==> src/rtl/uart_rx_hold_if.sv <==
// Bus between the UART receive/hold block and the CPU input port: serial line and ack in,
// held byte plus status flags out.
interface uart_rx_hold_if;
   logic       rx;
   logic       in_ack;
   logic [7:0] data_out;
   logic       full;
   logic       overrun;
   logic       frame_err;
   logic       zero_drop;

   modport master (
      output rx, in_ack,
      input  data_out, full, overrun, frame_err, zero_drop
   );

   modport slave (
      input  rx, in_ack,
      output data_out, full, overrun, frame_err, zero_drop
   );
endinterface

==> src/rtl/uart_rx_hold.sv <==
// 8N1 UART receiver feeding a one-byte holding slot. The slot reads 8'h00 when empty,
// and the CPU's in_ack releases it.
module uart_rx_hold #(
   parameter int CLKS_PER_BIT = 868,
   parameter int SYNC_STAGES  = 2
) (
   input logic           clk,
   input logic           rst_n,
   uart_rx_hold_if.slave rx_if
);

   localparam int CW = (CLKS_PER_BIT > 1) ? $clog2(CLKS_PER_BIT) : 1;
   localparam logic [CW-1:0] HALF_M1  = CW'(CLKS_PER_BIT / 2 - 1);
   localparam logic [CW-1:0] LAST_CNT = CW'(CLKS_PER_BIT - 1);
   localparam logic [CW-1:0] CNT_ONE  = CW'(1);

   typedef enum logic [1:0] {IDLE, START, DATA, STOP} state_t;

   logic [1:0]             rst_sync_q;
   logic                   rst_int_n;
   logic [SYNC_STAGES-1:0] sync_q;
   logic                   rxs;

   state_t      state_q;
   logic [CW-1:0] cnt_q;
   logic [2:0]  bit_q;
   logic [7:0]  shift_q;
   logic        frame_err_q;
   logic        zero_drop_q;

   logic        stop_hit;
   logic        deliver;
   logic [7:0]  data_q, data_d;
   logic        full_q, full_d;
   logic        overrun_q, overrun_d;

   // Reset asserts asynchronously but releases only on a clock edge.
   always_ff @(posedge clk or negedge rst_n) begin
      if (!rst_n) begin
         rst_sync_q <= 2'b00;
      end else begin
         rst_sync_q <= {rst_sync_q[0], 1'b1};
      end
   end

   assign rst_int_n = rst_sync_q[1];

   always_ff @(posedge clk or negedge rst_int_n) begin
      if (!rst_int_n) begin
         sync_q <= '1;
      end else begin
         sync_q <= {sync_q[SYNC_STAGES-2:0], rx_if.rx};
      end
   end

   assign rxs = sync_q[SYNC_STAGES-1];

   always_ff @(posedge clk or negedge rst_int_n) begin
      if (!rst_int_n) begin
         state_q     <= IDLE;
         cnt_q       <= '0;
         bit_q       <= '0;
         shift_q     <= '0;
         frame_err_q <= 1'b0;
         zero_drop_q <= 1'b0;
      end else begin
         frame_err_q <= 1'b0;
         zero_drop_q <= 1'b0;
         case (state_q)
            IDLE: begin
               if (!rxs) begin
                  state_q <= START;
                  cnt_q   <= '0;
                  bit_q   <= '0;
               end
            end
            // A start bit that is high again at mid-bit was only a glitch.
            START: begin
               if (cnt_q == HALF_M1) begin
                  cnt_q   <= '0;
                  state_q <= rxs ? IDLE : DATA;
               end else begin
                  cnt_q <= cnt_q + CNT_ONE;
               end
            end
            DATA: begin
               if (cnt_q == LAST_CNT) begin
                  cnt_q   <= '0;
                  shift_q <= {rxs, shift_q[7:1]};
                  if (bit_q == 3'd7) begin
                     bit_q   <= '0;
                     state_q <= STOP;
                  end else begin
                     bit_q <= bit_q + 3'd1;
                  end
               end else begin
                  cnt_q <= cnt_q + CNT_ONE;
               end
            end
            STOP: begin
               if (cnt_q == LAST_CNT) begin
                  cnt_q       <= '0;
                  state_q     <= IDLE;
                  frame_err_q <= !rxs;
                  zero_drop_q <= rxs && (shift_q == 8'h00);
               end else begin
                  cnt_q <= cnt_q + CNT_ONE;
               end
            end
            default: state_q <= IDLE;
         endcase
      end
   end

   assign stop_hit = (state_q == STOP) && (cnt_q == LAST_CNT);
   assign deliver  = stop_hit && rxs && (shift_q != 8'h00);

   // An ack in the delivery cycle frees the slot before the new byte lands.
   always_comb begin
      data_d    = data_q;
      full_d    = full_q;
      overrun_d = overrun_q;
      if (rx_if.in_ack && full_q) begin
         data_d    = 8'h00;
         full_d    = 1'b0;
         overrun_d = 1'b0;
      end
      if (deliver) begin
         if (!full_d) begin
            data_d = shift_q;
            full_d = 1'b1;
         end else begin
            overrun_d = 1'b1;
         end
      end
   end

   always_ff @(posedge clk or negedge rst_int_n) begin
      if (!rst_int_n) begin
         data_q    <= 8'h00;
         full_q    <= 1'b0;
         overrun_q <= 1'b0;
      end else begin
         data_q    <= data_d;
         full_q    <= full_d;
         overrun_q <= overrun_d;
      end
   end

   assign rx_if.data_out  = data_q;
   assign rx_if.full      = full_q;
   assign rx_if.overrun   = overrun_q;
   assign rx_if.frame_err = frame_err_q;
   assign rx_if.zero_drop = zero_drop_q;

endmodule

==> src/flat_wrapper.sv <==
// flat-port wrapper written by rule: the top's interface ports become plain ports
module uart_rx_hold_flat 
#(
   parameter int CLKS_PER_BIT = 868,
   parameter int SYNC_STAGES  = 2
)
  (clk, rst_n, rx_if_rx, rx_if_in_ack, rx_if_data_out, rx_if_full, rx_if_overrun, rx_if_frame_err, rx_if_zero_drop);
  uart_rx_hold_if rx_if_i ();
  input logic clk;
  input logic rst_n;
  input wire logic [$bits(rx_if_i.rx)-1:0] rx_if_rx;
  input wire logic [$bits(rx_if_i.in_ack)-1:0] rx_if_in_ack;
  output wire logic [$bits(rx_if_i.data_out)-1:0] rx_if_data_out;
  output wire logic [$bits(rx_if_i.full)-1:0] rx_if_full;
  output wire logic [$bits(rx_if_i.overrun)-1:0] rx_if_overrun;
  output wire logic [$bits(rx_if_i.frame_err)-1:0] rx_if_frame_err;
  output wire logic [$bits(rx_if_i.zero_drop)-1:0] rx_if_zero_drop;
  assign rx_if_i.rx = rx_if_rx;
  assign rx_if_i.in_ack = rx_if_in_ack;
  assign rx_if_data_out = rx_if_i.data_out;
  assign rx_if_full = rx_if_i.full;
  assign rx_if_overrun = rx_if_i.overrun;
  assign rx_if_frame_err = rx_if_i.frame_err;
  assign rx_if_zero_drop = rx_if_i.zero_drop;
  uart_rx_hold #(.CLKS_PER_BIT(CLKS_PER_BIT), .SYNC_STAGES(SYNC_STAGES)) u_core (.clk(clk), .rst_n(rst_n), .rx_if(rx_if_i));
endmodule
==> config.mk <==
export PLATFORM = sky130hd
export DESIGN_NAME = uart_rx_hold_flat
export DESIGN_NICKNAME = d
export VERILOG_FILES = /design/src/rtl/uart_rx_hold_if.sv /design/src/rtl/uart_rx_hold.sv /design/src/flat_wrapper.sv
export SDC_FILE = /design/constraint.sdc
export NUM_CORES = 1
export LEC_CHECK = 0
export CELL_PAD_IN_SITES_DETAIL_PLACEMENT = 1
export CELL_PAD_IN_SITES_GLOBAL_PLACEMENT = 1
export CORE_AREA = 2 2 65 67
export CTS_BUF_LIST = sky130_fd_sc_hd__clkbuf_8
export DETAILED_ROUTE_END_ITERATION = 7
export DIE_AREA = 0 0 67 69
export HOLD_SLACK_MARGIN = 0.02
export MAX_ROUTING_LAYER = met4
export PLACE_DENSITY = 0.93
export SYNTH_ARGS = -nofsm -noshare
export SYNTH_HDL_FRONTEND = slang
export SYNTH_SLANG_ARGS = --single-unit
==> constraint.sdc <==
create_clock -name clk -period 2.2 [get_ports clk]
set_input_delay 0.44 -clock clk [delete_from_list [all_inputs] [get_ports clk]]
set_output_delay 0.44 -clock clk [all_outputs]
set_load 0.03 [all_outputs]
# Word level (Yosys, flattened, before mapping)
# Index checks and enable logic that the tools add are counted.
# totals
register_bits	39
latchBits	0
ram_bits	0
mem_bits_ro	0
in_bits	4
output_inout_bits	12
elab_cells	65
memories	0
# classes
n_addsub	2
multipliers	0
n_div	0
n_lt_le_gt_ge	0
n_eq_ne	11
shift	0
mux	27
bitwise_logic	0
reduce_logical	14
# op_table
cell	n
$mux 10	3
$pmux 10 s3	1
$mux 8	3
$mux 2	6
$add 10x1->10 const B	1
$eq 10x10->1 const B	1
$eq 10x9->1 const B	1
$mux 1	9
$mux 3	3
$logic_not 8->1	1
$ne 2x1->1 const B	4
$pmux 2 s4	1
$reduce_bool 8->1	1
$pmux 3 s2	1
$logic_and 1x1->1	5
$reduce_and 5->1	1
$eq 2x2->1 const B	2
$add 3x1->3 const B	1
$eq 3x3->1 const B	1
$reduce_and 3->1	1
$eq 2x1->1 const B	1
$logic_not 2->1	1
$ne 2x2->1 const B	1
$reduce_and 2->1	1
other kinds (3)	3

# Logic depth before layout (Yosys ltp)
# logic_depth
ltp_word	5
mapped_depth	6
mapped_depth_nobuf	6

# Worst setup path before layout
# No wires, ideal clock.
# synth_path
kind	register to register
from	reg u_core.cnt_q[3]
to	reg u_core.shift_q[7]
setup_ps	125
arrival_time_ps	1933
required_time_ps	2075
path_slack_ps	142
path_stages_with_launch	6
path_buffers	1
synth_period_minus_slack_ps	2058
path_cell_list	dfrtp_1 > or3b_4 > or3_1 > buf_2 > nor3_4 > mux2_4
# synth_between
elab_chain_len	2
# synth_lines
item	line	text
start: declaration	uart_rx_hold.sv:25	logic [CW-1:0] cnt_q;
start signal: assignment	uart_rx_hold.sv:83	cnt_q <= cnt_q + CNT_ONE;
start signal: assignment	uart_rx_hold.sv:97	cnt_q <= cnt_q + CNT_ONE;
start signal: assignment	uart_rx_hold.sv:107	cnt_q <= cnt_q + CNT_ONE;
$eq 10x10->1	uart_rx_hold.sv:87	if (cnt_q == LAST_CNT) begin
$reduce_and 2->1 (no line)	-	
end signal: assignment	uart_rx_hold.sv:89	shift_q <= {rxs, shift_q[7:1]};
end: declaration	uart_rx_hold.sv:27	logic [7:0] shift_q;
# Every way passes these cells.
# A chain may end at the register's enable or synchronous reset.

# Worst setup path after layout
# layout_path
from	reg u_core.cnt_q[1]
to	reg u_core.shift_q[0]
# The elaborated chain is that of the path after synthesis.

==> results.ini <==
[outcome]
status=complete, no violations

[power_and_ir_drop]
p_leak_nw=1.07
power_mw=1.52
vdd_drop_max_v=0.000414
power.density_mw_per_mm2=660

[timing]
min_period_over_period_pct=95.5
min_period_ns=2.10
setup_tns_ns=0
grt_setup_unrepaired=no
max_slew_margin_pct=54.4
worstMarginPinSlew_ns=0.680
setup_viol=0
fmax_mhz=476
skew_ns=0.00524
fin_ws_ns=0.0990
hold_viol=0
maxSlewViolCount=0

[floorplan]
rows=23
core_mm2=0.00391
fp.dieW_um=67
top_level_ports=16
die_area_mm2=0.00462
dieHeight_um=69
initial_utilization_pct=49.1

[min_path]
hold_path.class=input pin to asynchronous set/reset pin

[clock_tree]
cts_root_buf=clkbuf_8
clk_latency_ns=0.29
clock_sinks=39
htreeDepth=2
cts_tree=done
clock_path_buffers=2
post_cts_buffers=0
cts_made_buffers=5
hold_buffers=0
cts.clk_slew.worst_paths_ns=0.07

[yosys]
ys_types=46
synthTopCellsByArea=dfrtp_1 (48%), mux2i_1 (9.9%), nand2_1 (4.9%)
syn_area_per_cell_um2=10.6
netlist_instances=181
yosys-top-cells-count=dfrtp_1 (37), nand2_1 (25), mux2i_1 (19)
syn-num-nets=189
synth.most_common_cell=dfrtp_1
synth_area_leader_cell=dfrtp_1
synth-edff-count=0
synthFlopType=dfrtp_1
ys_seq_area_share_pct=50.9
netlist.area_leader.share_pct=48.2
ys_seq_elements=39
ys_async_sr_fraction_pct=100
ys_warn_count=0
netlist_area_mm2=0.00192

[placed_design]
place_ws_ns=-0.0500
gp_congestion=0.870
dp.final_hpwl_mm=3.59
buffer_ports.inserted=15

[global_routing]
grt_max_degree=38
grt_pass1_wl_mm=8.55
grt_usage_pct=25.6
grt_pass1_vias=1727
antenna_found_initial=0
grt-ovfl-total=0

[critical_path]
arrival_ns=2.31
critPathSlowestCell=or3_4
required_ns=2.41
crit_chain=ha_1 > nand4b_1 > buf_4 > or3_4 > nor3_4 > buf_6 > mux2i_1
cpPeakStageDelay_ns=0.41
cp-end-kind=flip-flop
cp-start-kind=flip-flop
cp_max_fo=7
criticalPathCategory=flip-flop to flip-flop

[finish]
final_util_pct=58.9
drive_above_1_share_pct=15.2
area_growth_pct=19.9
antennaDiodeCount=0
fill_cells=437
seq_area_um2=978
nets=218
multiInputGateArea_um2=890

[route]
drt_pass1_iterations=4
antenna_left=0
drt_wl_total_mm=4.96
drc=0
via_per_inst=5.92
routedWlPerCell_um=19.1
vias=1540
drt_iter0_drc=79

[flow_run]
drv_cap=0

per-stage QoR:
stage / hold WS [ns] / instances / cell area (µm²)
after floorplan: 0.144 / 181 / 1920
after global placement: 0.294 / 253 / 2200
after detailed placement: 0.349 / 253 / 2200
after CTS: 0.309 / 260 / 2290
after global routing: 0.302 / 260 / 2300
final: 0.316 / 260 / 2300
timing repair:
item / CTS / global route
cloned: 0 / 0
endpoints found under the setup margin: 6 / 14
gates resized for setup: 1 / 3
cell usage in the layout, fill, tap and decap left out, types with 2 or more instances in the layout:
cell	instances
nand3_1	5
nand2_1	25
mux2i_1	19
clkbuf_8	6
nor4_1	2
buf_4	11
nor3b_1	3
or4_1	2
a31oi_1	3
nand2b_1	2
a21o_1	2
ha_1	4
dfrtp_1	37
and3_1	2
clkdlybuf4s50_1	15
xor2_1	3
nand4_1	2
nor2_1	5
dfstp_2	2
o221ai_1	8
a21oi_1	4
o21ai_0	12
inv_1	11
area by class of cell:
type                       instances  area share, %
multi-input combinational        126           38.6
inverter                          11           1.79
sequential                        39           42.5
tap                               50           2.72
clock buffer                       6           3.59
clock inverter                     1          0.217
timing repair buffer              27           10.6
sequential cells by signal, summed over array words and instances (netlist names), named ones only:
name and flops:
u_core.bit_q 3, u_core.cnt_q 10, u_core.rst_sync_q 2, u_core.rx_if.data_out 8, u_core.rx_if.frame_err 1, u_core.rx_if.full 1
u_core.rx_if.overrun 1, u_core.rx_if.zero_drop 1, u_core.shift_q 8, u_core.state_q 1, u_core.sync_q 2
report_power, final:
group	switching [mW]	leakage [nW]	internal (mW)
Sequential	0.0474	0.479	0.771
Clock	0.237	0.0470	0.246
Combinational	0.122	0.543	0.0983
Total	0.406	1.07	1.11
path summary, 6_finish.rpt:
kind / startpoint / to / slack, ns / cells after the start
worst max-delay path: u_core.cnt_q[1] / u_core.shift_q[0] / 0.1 / 7
worst min register to register: u_core.rst_sync_q[1] / u_core.shift_q[1] / 0.33 / 1
worst max register to register: u_core.cnt_q[1] / u_core.shift_q[0] / 0.1 / 7
max in group asynchronous: u_core.rst_sync_q[1] / u_core.sync_q[0] / 1.52 / 1
min in group clk: u_core.sync_q[0] / u_core.sync_q[1] / 0.36 / 0
worst min-delay path: rst_n / u_core.rst_sync_q[1] / 0.32 / 1
routing by layer:
metal,wire (µm),global-route usage [%],vias up
met5,0,-,-
met4,113,9.30,0
met3,151,6.04,10
met2,2760,44.1,29
met1,1940,28.3,789
li1,-,-,712
critical path, delay by kind of cell, from the launching register on:
kind / cells / cell delay [ns]
AND/OR/NAND/NOR: 3 / 0.78
buffers and inverters: 2 / 0.39
flip-flops: 1 / 0.38
adder cells (fa/ha/maj): 1 / 0.24
multiplexers: 1 / 0.23
cell families (layout without fill, tap and decap cells):
kind of cell / Yosys count / in the layout / synth area share [%]
XOR/XNOR: 4 / 4 / 1.82
buffers and inverters: 16 / 45 / 3.39
AND/OR/NAND/NOR: 61 / 61 / 17.6
multiplexers: 20 / 20 / 10.7
adder cells (fa/ha/maj): 4 / 4 / 2.61
other: 1 / 1 / 0.195
flip-flops: 39 / 39 / 50.9
AO/OA/AOI/OAI: 36 / 36 / 12.8
No activity file was read; power rests on OpenSTA's default activity.
